`src/rtl/tile_board_scheduler.sv`:
```
// rtl/tile_board_scheduler.sv - tile board store with render-priority game-port scheduling
//
// Purpose: holds the ROWS x COLS board of 4-bit cell codes, translates the
// current pixel into a tile ROM index/address two cycles later, and serves the
// game-logic read/write ports only in store slots the renderer does not need.
//
// Ports:
//   pixel_clk, rst_n            clock, synchronous active-low reset
//   h_coord, v_coord            current pixel coordinates
//   wr_req/wr_row/wr_col/wr_code, wr_ack           cell write port
//   rd_req/rd_row/rd_col, rd_ack, rd_code          cell read port
//   tile_sel, tile_addr, tile_valid                render output (2-cycle latency)
//   init_busy                   board clear in progress
module tile_board_scheduler #(
  parameter int COLS = 25,
  parameter int ROWS = 18,
  parameter int TILE = 32
) (
  input  logic        pixel_clk,
  input  logic        rst_n,
  input  logic [10:0] h_coord,
  input  logic [9:0]  v_coord,
  input  logic        wr_req,
  input  logic [4:0]  wr_row,
  input  logic [4:0]  wr_col,
  input  logic [3:0]  wr_code,
  output logic        wr_ack,
  input  logic        rd_req,
  input  logic [4:0]  rd_row,
  input  logic [4:0]  rd_col,
  output logic        rd_ack,
  output logic [3:0]  rd_code,
  output logic [3:0]  tile_sel,
  output logic [9:0]  tile_addr,
  output logic        tile_valid,
  output logic        init_busy
);

  localparam int CELLS = ROWS * COLS;
  localparam int IW    = $clog2(CELLS);
  localparam int SH    = $clog2(TILE);
  localparam logic [IW-1:0] LAST_IDX = IW'(CELLS - 1);
  localparam logic [3:0] CODE_HIDDEN = 4'd9;

  typedef enum logic [1:0] {INIT, IDLE, WR, RD} state_t;
  state_t state, state_nxt;

  logic [3:0]    board [CELLS];
  logic [IW-1:0] init_idx;
  logic          in_area;
  logic          game_wr, game_rd;
  logic [4:0]    g_row, g_col;
  logic          g_ok;
  logic [IW-1:0] g_idx, render_idx;
  logic [IW-1:0] mem_addr;
  logic          mem_we;
  logic [3:0]    mem_wdata, mem_rdata, mem_q;
  logic          s1_valid;
  logic [9:0]    s1_addr;

  function automatic logic [3:0] tile_of(input logic [3:0] code);
    if (code == 4'd0)                        return 4'd12;
    else if (code >= 4'd1 && code <= 4'd8)   return code + 4'd1;
    else if (code == 4'd10)                  return 4'd1;
    else if (code == 4'd11)                  return 4'd10;
    else if (code == 4'd12)                  return 4'd11;
    else                                     return 4'd0;
  endfunction

  // Any pixel off the board frees the store slot for the game ports.
  assign in_area = (int'(h_coord) < COLS * TILE) && (int'(v_coord) < ROWS * TILE);

  assign game_wr = (state == IDLE) && !in_area && wr_req;
  assign game_rd = (state == IDLE) && !in_area && !wr_req && rd_req;

  assign g_row = game_wr ? wr_row : rd_row;
  assign g_col = game_wr ? wr_col : rd_col;
  assign g_ok  = (int'(g_row) < ROWS) && (int'(g_col) < COLS);
  assign g_idx = IW'(int'(g_row) * COLS + int'(g_col));

  always_comb begin
    render_idx = '0;
    if (in_area)
      render_idx = IW'((int'(v_coord) >> SH) * COLS + (int'(h_coord) >> SH));
  end

  // Single store port: init clear, else a granted game access, else render read.
  always_comb begin
    mem_addr  = render_idx;
    mem_we    = 1'b0;
    mem_wdata = wr_code;
    if (state == INIT) begin
      mem_addr  = init_idx;
      mem_we    = 1'b1;
      mem_wdata = CODE_HIDDEN;
    end else if (game_wr || game_rd) begin
      mem_addr = g_ok ? g_idx : '0;
      mem_we   = game_wr && g_ok;
    end
  end

  assign mem_rdata = board[mem_addr];

  always_ff @(posedge pixel_clk) begin
    if (mem_we)
      board[mem_addr] <= mem_wdata;
    mem_q <= mem_rdata;
  end

  always_ff @(posedge pixel_clk) begin
    if (!rst_n) begin
      state      <= INIT;
      init_idx   <= '0;
      rd_code    <= 4'd0;
      s1_valid   <= 1'b0;
      s1_addr    <= 10'd0;
      tile_valid <= 1'b0;
      tile_sel   <= 4'd0;
      tile_addr  <= 10'd0;
    end else begin
      state <= state_nxt;
      if (state == INIT)
        init_idx <= (init_idx == LAST_IDX) ? '0 : init_idx + 1'b1;
      if (game_rd)
        rd_code <= g_ok ? mem_rdata : CODE_HIDDEN;
      // Stage 1: store read in flight; stage 2: code to tile index.
      s1_valid   <= in_area && (state != INIT);
      s1_addr    <= {v_coord[4:0], h_coord[4:0]};
      tile_valid <= s1_valid;
      tile_sel   <= s1_valid ? tile_of(mem_q) : 4'd0;
      tile_addr  <= s1_addr;
    end
  end

  always_comb begin
    state_nxt = state;
    wr_ack    = 1'b0;
    rd_ack    = 1'b0;
    init_busy = 1'b0;
    case (state)
      INIT: begin
        init_busy = 1'b1;
        if (init_idx == LAST_IDX) state_nxt = IDLE;
      end
      IDLE: begin
        if (game_wr)      state_nxt = WR;
        else if (game_rd) state_nxt = RD;
      end
      WR: begin
        wr_ack    = 1'b1;
        state_nxt = IDLE;
      end
      RD: begin
        rd_ack    = 1'b1;
        state_nxt = IDLE;
      end
      default: state_nxt = INIT;
    endcase
  end

endmodule

```
`config.mk`:
```
export PLATFORM = sky130hd
export DESIGN_NAME = tile_board_scheduler
export DESIGN_NICKNAME = d
export VERILOG_FILES = /design/src/rtl/tile_board_scheduler.sv
export SDC_FILE = /design/constraint.sdc
export NUM_CORES = 2
export LEC_CHECK = 0
export BUFFER_PORTS_ARGS = -buffer_cell sky130_fd_sc_hd__buf_2
export CORE_ASPECT_RATIO = 2
export CORE_MARGIN = 5
export CORE_UTILIZATION = 29
export DETAILED_ROUTE_END_ITERATION = 16
export PLACE_DENSITY = 0.41
export SLEW_MARGIN = 15
export SYNTH_ARGS = -nofsm -noshare
export SYNTH_HDL_FRONTEND = slang
export SYNTH_SLANG_ARGS = --single-unit
```
`constraint.sdc`:
```
create_clock -name pixel_clk -period 8.2 [get_ports pixel_clk]
set_clock_uncertainty 0.1 [all_clocks]
set_input_delay 0.41 -clock pixel_clk [delete_from_list [all_inputs] [get_ports pixel_clk]]
set_output_delay 0.41 -clock pixel_clk [all_outputs]
set_load 0.05 [all_outputs]
```
Yosys cells after proc, flatten, opt, wreduce, memory -nomap -nowiden:

Memory sizes are Yosys's and may differ from the RTL's.
Index checks and enable logic that the tools add are counted.

* flip-flop bits (word level): 45
* bits in latches: 0
* memory bits (writable): 1800
* memory bits (read-only): 0
* bits of input ports: 49
* output and inout bits: 22
* word-level logic and storage cells: 78
* memories kept: 1

* $add $sub $neg: 4
* $mul: 2
* divide/modulo/power cells: 0
* $lt $le $gt $ge: 6
* equal/unequal tests: 9
* shifts and indexed selects: 0
* muxes and demuxes: 25
* bitwise logic cells: 2
* reductions and logical operators: 19

Memories
* board: depth 450, width 4, read ports 1, clocked after memory_dff 0, wr ports 1, line 48 `logic [3:0] board [CELLS];`

Operators with widths (count)
* 2-to-1 mux 9 bit: 5
* 2-to-1 mux 4 bit: 7
* multiplier 5 x 5 -> 9 bit (second input constant): 2
* == test 4 bit (second input constant): 3
* less-than comparator 11 x 10 -> 1 bit (second input constant): 1
* less-than comparator 10 bit (second input constant): 1
* less-than comparator 5 bit (second input constant): 2
* 2-to-1 mux 5 bit: 2
* adder 9 x 1 -> 9 bit (second input constant): 1
* adder 9 x 5 -> 9 bit: 1
* adder 9 x 6 -> 9 bit: 1
* == test 9 bit (second input constant): 1
* logical AND 1 bit: 9
* 2-to-1 mux 1 bit: 7
* 2-to-1 mux 2 bit: 3
* one-hot mux 2 bit (3 select lines): 1
* adder 4 x 1 -> 4 bit (second input constant): 1
* == test 2 bit (second input constant): 2
* >= comparator 4 x 1 -> 1 bit (second input constant): 1
* less-or-equal comparator 4 bit (second input constant): 1
* zero test 4 bit: 1
* AND reduction 2 bit: 2
* inequality test 3 bit (second input constant): 1
* OR reduction 3 bit: 1
* other kinds (8): 10

Logic depth before layout (Yosys ltp):

* depth after elaboration: 13
* mapped depth: 28

Least setup slack after synthesis:

OpenSTA, ideal clock, no wires.

* path kind: register to register
* start point: register state[1]
* end point: memory board[0][0] (data pin)
* arrival time: 6676 ps
* slack: -13 ps
* stages on the path, launching flop included: 5
* path buffers: 2
* clock period less this slack: 8213 ps
* cells stage by stage: dfxtp_1 > or2_2 > clkbuf_1 > clkbuf_1 > nand2b_1

* cells in the longest elaborated chain, start to end: 2

RTL lines
* start: declaration: line 46 `state_t state, state_nxt;`
* start signal: assignment: line 121 `state <= state_nxt;`
* zero test 2 bit: line 92 `if (state == INIT) begin`
* 2-to-1 mux 4 bit: line 92
* via mem_wdata[0]: line 57 `logic [3:0] mem_wdata, mem_rdata, mem_q;`
* end: declaration: line 48

The timed path passes the listed nets, and every way through them passes these cells.

Worst setup path after layout:

* start point: register state[1]
* end point: register rd_code[1]

* cells in the longest elaborated chain, start to end: 11
* elaborated cells on any way between the ends: 19
* those cells by class: add/sub (1); mul (1); order compare (2); eq/ne (1); mux (6); reduce/logical (7); memory (1)

RTL lines
* == test 2 x 1 -> 1 bit: line 73, 74
* logical AND 1 bit: line 73, 74
* logical AND 1 bit: line 73 `assign game_wr = (state == IDLE) && !in_area && wr_req;`
* 2-to-1 mux 5 bit, on equally long branches: line 76, 77
* multiplier 5 x 5 -> 9 bit / less-than comparator 5 bit (equally long branches): line 79, 78
* adder 9 x 5 -> 9 bit / logical AND 1 bit (equally long branches): line 79, 78
* 2-to-1 mux 9 bit: line 97 `mem_addr = g_ok ? g_idx : '0;`
* 2-to-1 mux 9 bit: line 96 `end else if (game_wr || game_rd) begin`
* 2-to-1 mux 9 bit *: line 92
* memory (450 x 4 bit) *
* via mem_rdata[1]: line 57
* 2-to-1 mux 4 bit *: line 125 `rd_code <= g_ok ? mem_rdata : CODE_HIDDEN;`
* end signal: assignment: line 125
* end: declaration: line 32 `output logic [3:0] rd_code,`

Mark *: on every way through the listed nets, which the timed path passes. The rest lies on a longest branch.
A chain may end at the register's enable or synchronous reset.

==> results summary <==
The row count is 267. The core area is 264,000 um^2. The total of fill cells in the finished design came out at 26,100. The total length of routed met2 wires came out at 161 mm.

The wire length the detailed router placed on met1 came out at 106 mm. The share of the Yosys chip area taken by registers is 71.5%. The horizontal die dimension came out at 374 um. The kind of end point of the critical path is a flop. The remaining global-route overflow came out at 0.

The estimated wirelength of the detail-placed design came out at 194 mm. The number of antenna violations at the first check in global routing is 13. For this design the ratio of total power to cell area is 224 nW/um^2. The leakage component of the power came out at 30.2 nW. The full die area came out at 276,000 um^2. Clock tree synthesis found a total of 1,845 sinks. The run finished with clean final reports.

After detailed routing, the met3 layer carries 12.1 mm of wire. The signal arrival time at the worst endpoint is 8070 ps. The number of hold-slack violations in the final timing report is 0. The count of cell types in the netlist is 81. The number of global-route vias before repair is 50,700. The data required time of the worst path is 8840 ps. Port buffering added 70 buffers.

The maximum VDD drop is 127 uV. The largest total area in the synthesized netlist belongs to sky130_fd_sc_hd__edfxtp_1. Ranked by total cell area, the synthesized netlist is headed by sky130_fd_sc_hd__edfxtp_1 70%, sky130_fd_sc_hd__nand2_1 5.4%, sky130_fd_sc_hd__nand3_1 3.1%.

The share of synthesized area in the top cell type comes to 70.3%. The largest incremental delay on the critical path came out at 890 ps. For this run, the detailed router's first-pass iteration total came to 5. Cells with a size suffix above 1 make up 11.9% of the layout. The post-placement setup slack came out at 328 ps. The total number of H-tree levels came out at 4. The count of nets left with antenna violations after detail routing came out at 0. The I/O pin count came out at 71. The minimum setup slack among reg-to-reg paths is 770 ps. In this run the worst hold path is classified as input pin to flop. TritonCTS built the clock tree. The cell count after synthesis came out at 5,716. The average wire length per cell after detail routing is 31.6 um.

The worst-case headroom to the max-slew limit came out at 20.5%. The pin count of the biggest net entering global routing came out at 195. The clock insertion delay at the later pin of the skew report came out at 840 ps.

The dominant delay contributor by cell family on the critical path is compound AO/OA/AOI/OAI gates. Setup repair after global routing left no endpoint under its margin. The number of nets in the synthesized netlist is 5,827. In the final design database the tool counted 5,941 nets.

The placed cell area is 82,700 um^2. The proportion of register bits with asynchronous set or reset after synthesis came out at 0%. The critical path goes through nand2b_1 -> a311oi_4 -> mux2_2 -> ha_1 -> ha_1 -> inv_1 -> fa_1 -> inv_1 -> ha_1 -> or2_2 -> nand2_1 -> xnor2_1 -> a311oi_1 -> buf_4 -> o21ai_2 -> nor3_1 -> a32oi_1 -> nand4b_1 -> o21a_1 -> a2111o_1 -> or4_1 -> a32o_1.

The cell repeated most along the worst path is sky130_fd_sc_hd__ha_1. The final count of negative-setup-slack endpoints came out at 0. The wire length of the first global-routing pass came out at 414 mm.

The first routing iteration left 4,000 violations. The top cell types in the final layout, fill and taps aside, are 1,800 x sky130_fd_sc_hd__edfxtp_1, 1,094 x sky130_fd_sc_hd__nand2_1, 505 x sky130_fd_sc_hd__nor2_1, 473 x sky130_fd_sc_hd__nand3_1. At the pin with the least slew margin, the transition time is 1190 ps. The top layer reached by signal wires is met5.

The number of enable-type register cells in the synthesized netlist came out at 1,800. The overall via count from detail_route came out at 49,600. Clock-pin slew was measured on the worst setup and hold paths at 70 ps.

The final layout contains routed wiring with a total length of 299 mm. The number of clock buffers inserted by TritonCTS came out at 173. The final worst-path cycle share is 90.6%.

CTS placed an instance of sky130_fd_sc_hd__clkbuf_16 at the clock tree root. The post-route DRC violation count came out at 0. Max-cap violations in this run came to 0. The combined buffer and inverter count along the critical path came out at 3.

The global router's overall resource usage came out at 21.0%. The area overhead of the layout relative to synthesis is 14.5%. The synthesized design contains 1,845 register bits. The flip-flop cell with the highest count after synthesis is sky130_fd_sc_hd__edfxtp_1. The detailed-route vias per instance is 5.25. The launching element type of the critical path is a flop. The highest net fanout along the worst path came out at 8. The longest clock path from root to sink contains 4 buffers.

The time the worst path needs with I/O delays and setup came out at 7430 ps. The average instance area after synthesis is 13.4 um^2. The smallest setup slack after layout is 770 ps.

Among all stages on the critical path, the largest delay is contributed by sky130_fd_sc_hd__o21ai_2. The critical path is of the flop to flop type. The overall die height came out at 738 um.

The effective utilization at floorplan came out at 29.1%. The post-synthesis instance area is 76,800 um^2. The most common cell after layout, fill and taps aside is sky130_fd_sc_hd__edfxtp_1. The number of max-slew violations in the final report came out at 0. The yosys synthesis warning count is 0. In this run, post-CTS repair resized a total of 0 instances.

The area of all placed cells without fillers is 88,000 um^2. At the end of routability-driven placement, the weighted congestion stood at 0.842. Static timing analysis puts the maximum clock frequency at 0.135 GHz.
==> repair_timing <==
action / CTS / global route
buffers inserted: 0 / 0
hold buffers: 11 / 0
endpoints found under the hold margin: 15 / 0
==> path summary, 6_finish.rpt <==
kind / start / to / depth (start not counted)
setup / recovery: state[1] / rd_code[1] / 22
hold / removal: wr_code[0] / board[258][0] / 2
setup reg to reg: state[1] / rd_code[1] / 22
hold reg to reg: s1_addr[5] / tile_addr[5] / 1
==> routing by layer <==
metal | GRT usage, % | vias to the layer above
met5 | 0 | -
met3 | 2.18 | 522
li1 | - | 21600
met1 | 22.9 | 25900
met4 | 11.4 | 6
met2 | 39.9 | 1552
==> state kept, by name (all words and copies together), names as in the netlist <==
| name | flops |
|---|---|
| board | 1800 |
| tile_valid | 1 |
| s1_valid | 1 |
| s1_addr | 10 |
| tile_addr | 10 |
| mem_q | 4 |
| state | 2 |
| tile_sel | 4 |
| rd_code | 4 |
| init_idx | 9 |
==> synthesized netlist by cell type (21+ instances only) <==
cell type,number
sky130_fd_sc_hd__a31oi_1,82
sky130_fd_sc_hd__mux4_2,64
sky130_fd_sc_hd__mux2_2,23
sky130_fd_sc_hd__a211oi_1,138
sky130_fd_sc_hd__o211a_1,38
sky130_fd_sc_hd__nand2_1,1112
sky130_fd_sc_hd__a22oi_1,24
sky130_fd_sc_hd__mux2i_1,215
sky130_fd_sc_hd__o211ai_1,36
sky130_fd_sc_hd__edfxtp_1,1800
sky130_fd_sc_hd__buf_2,136
sky130_fd_sc_hd__nor3_1,40
sky130_fd_sc_hd__buf_1,73
sky130_fd_sc_hd__o22ai_1,30
sky130_fd_sc_hd__and2_1,32
sky130_fd_sc_hd__nand4_1,40
sky130_fd_sc_hd__inv_1,69
sky130_fd_sc_hd__clkbuf_1,188
sky130_fd_sc_hd__and3_1,82
sky130_fd_sc_hd__o21ai_0,42
sky130_fd_sc_hd__a21oi_1,65
sky130_fd_sc_hd__nand3_1,474
sky130_fd_sc_hd__ha_1,55
sky130_fd_sc_hd__dfxtp_1,45
sky130_fd_sc_hd__a311oi_1,55
sky130_fd_sc_hd__a32oi_1,21
sky130_fd_sc_hd__nor2_1,511
==> power breakdown <==
part,switching (mW),internal (mW)
clock,3.64,4.20
sequential,0.0113,10.2
combinational,1.18,0.488
==> metrics by stage <==
step | power, mW | instances | TNS, ps | hold slack [ps] | util [%]
finish | 19.7 | 9450 | 0 | 112 | 33.3
global route | 20.3 | 9450 | 0 | 84.8 | 33.3
CTS | 19.9 | 9449 | 0 | 47.1 | 33.3
detailed placement | 12.1 | 9141 | 0 | 321 | 31.3
global placement | 12.1 | 9141 | 0 | 315 | 31.3
floorplan | 11.3 | 5716 | -11510 | 312 | -
==> cell families after synthesis <==
| kind of cell | after synthesis | share of synthesized area, % |
|---|---|---|
| buffers and inverters | 472 | 2.58 |
| DFF | 1845 | 71.5 |
| muxes | 303 | 5.03 |
| and+or+nand+nor | 2356 | 13.1 |
| xor gates and xnor gates | 21 | 0.239 |
| AOI/OAI and AO/OA | 657 | 6.41 |
| adders and majority gates | 62 | 1.08 |
==> final cells by class <==
| type | count | area [um^2] | area share (%) |
|---|---|---|---|
| repair buffers | 342 | 3010 | 3.42 |
| inverters | 69 | 259 | 0.294 |
| diodes | 1 | 2.50 | 0.00284 |
| clock buffers | 219 | 4630 | 5.26 |
| well taps | 3497 | 4380 | 4.97 |
| multi-input cells | 3399 | 20200 | 23.0 |
| flip-flops and latches | 1845 | 55000 | 62.5 |
| clock inverters | 78 | 533 | 0.606 |
Note: power is estimated with default switching activity, not from simulation.
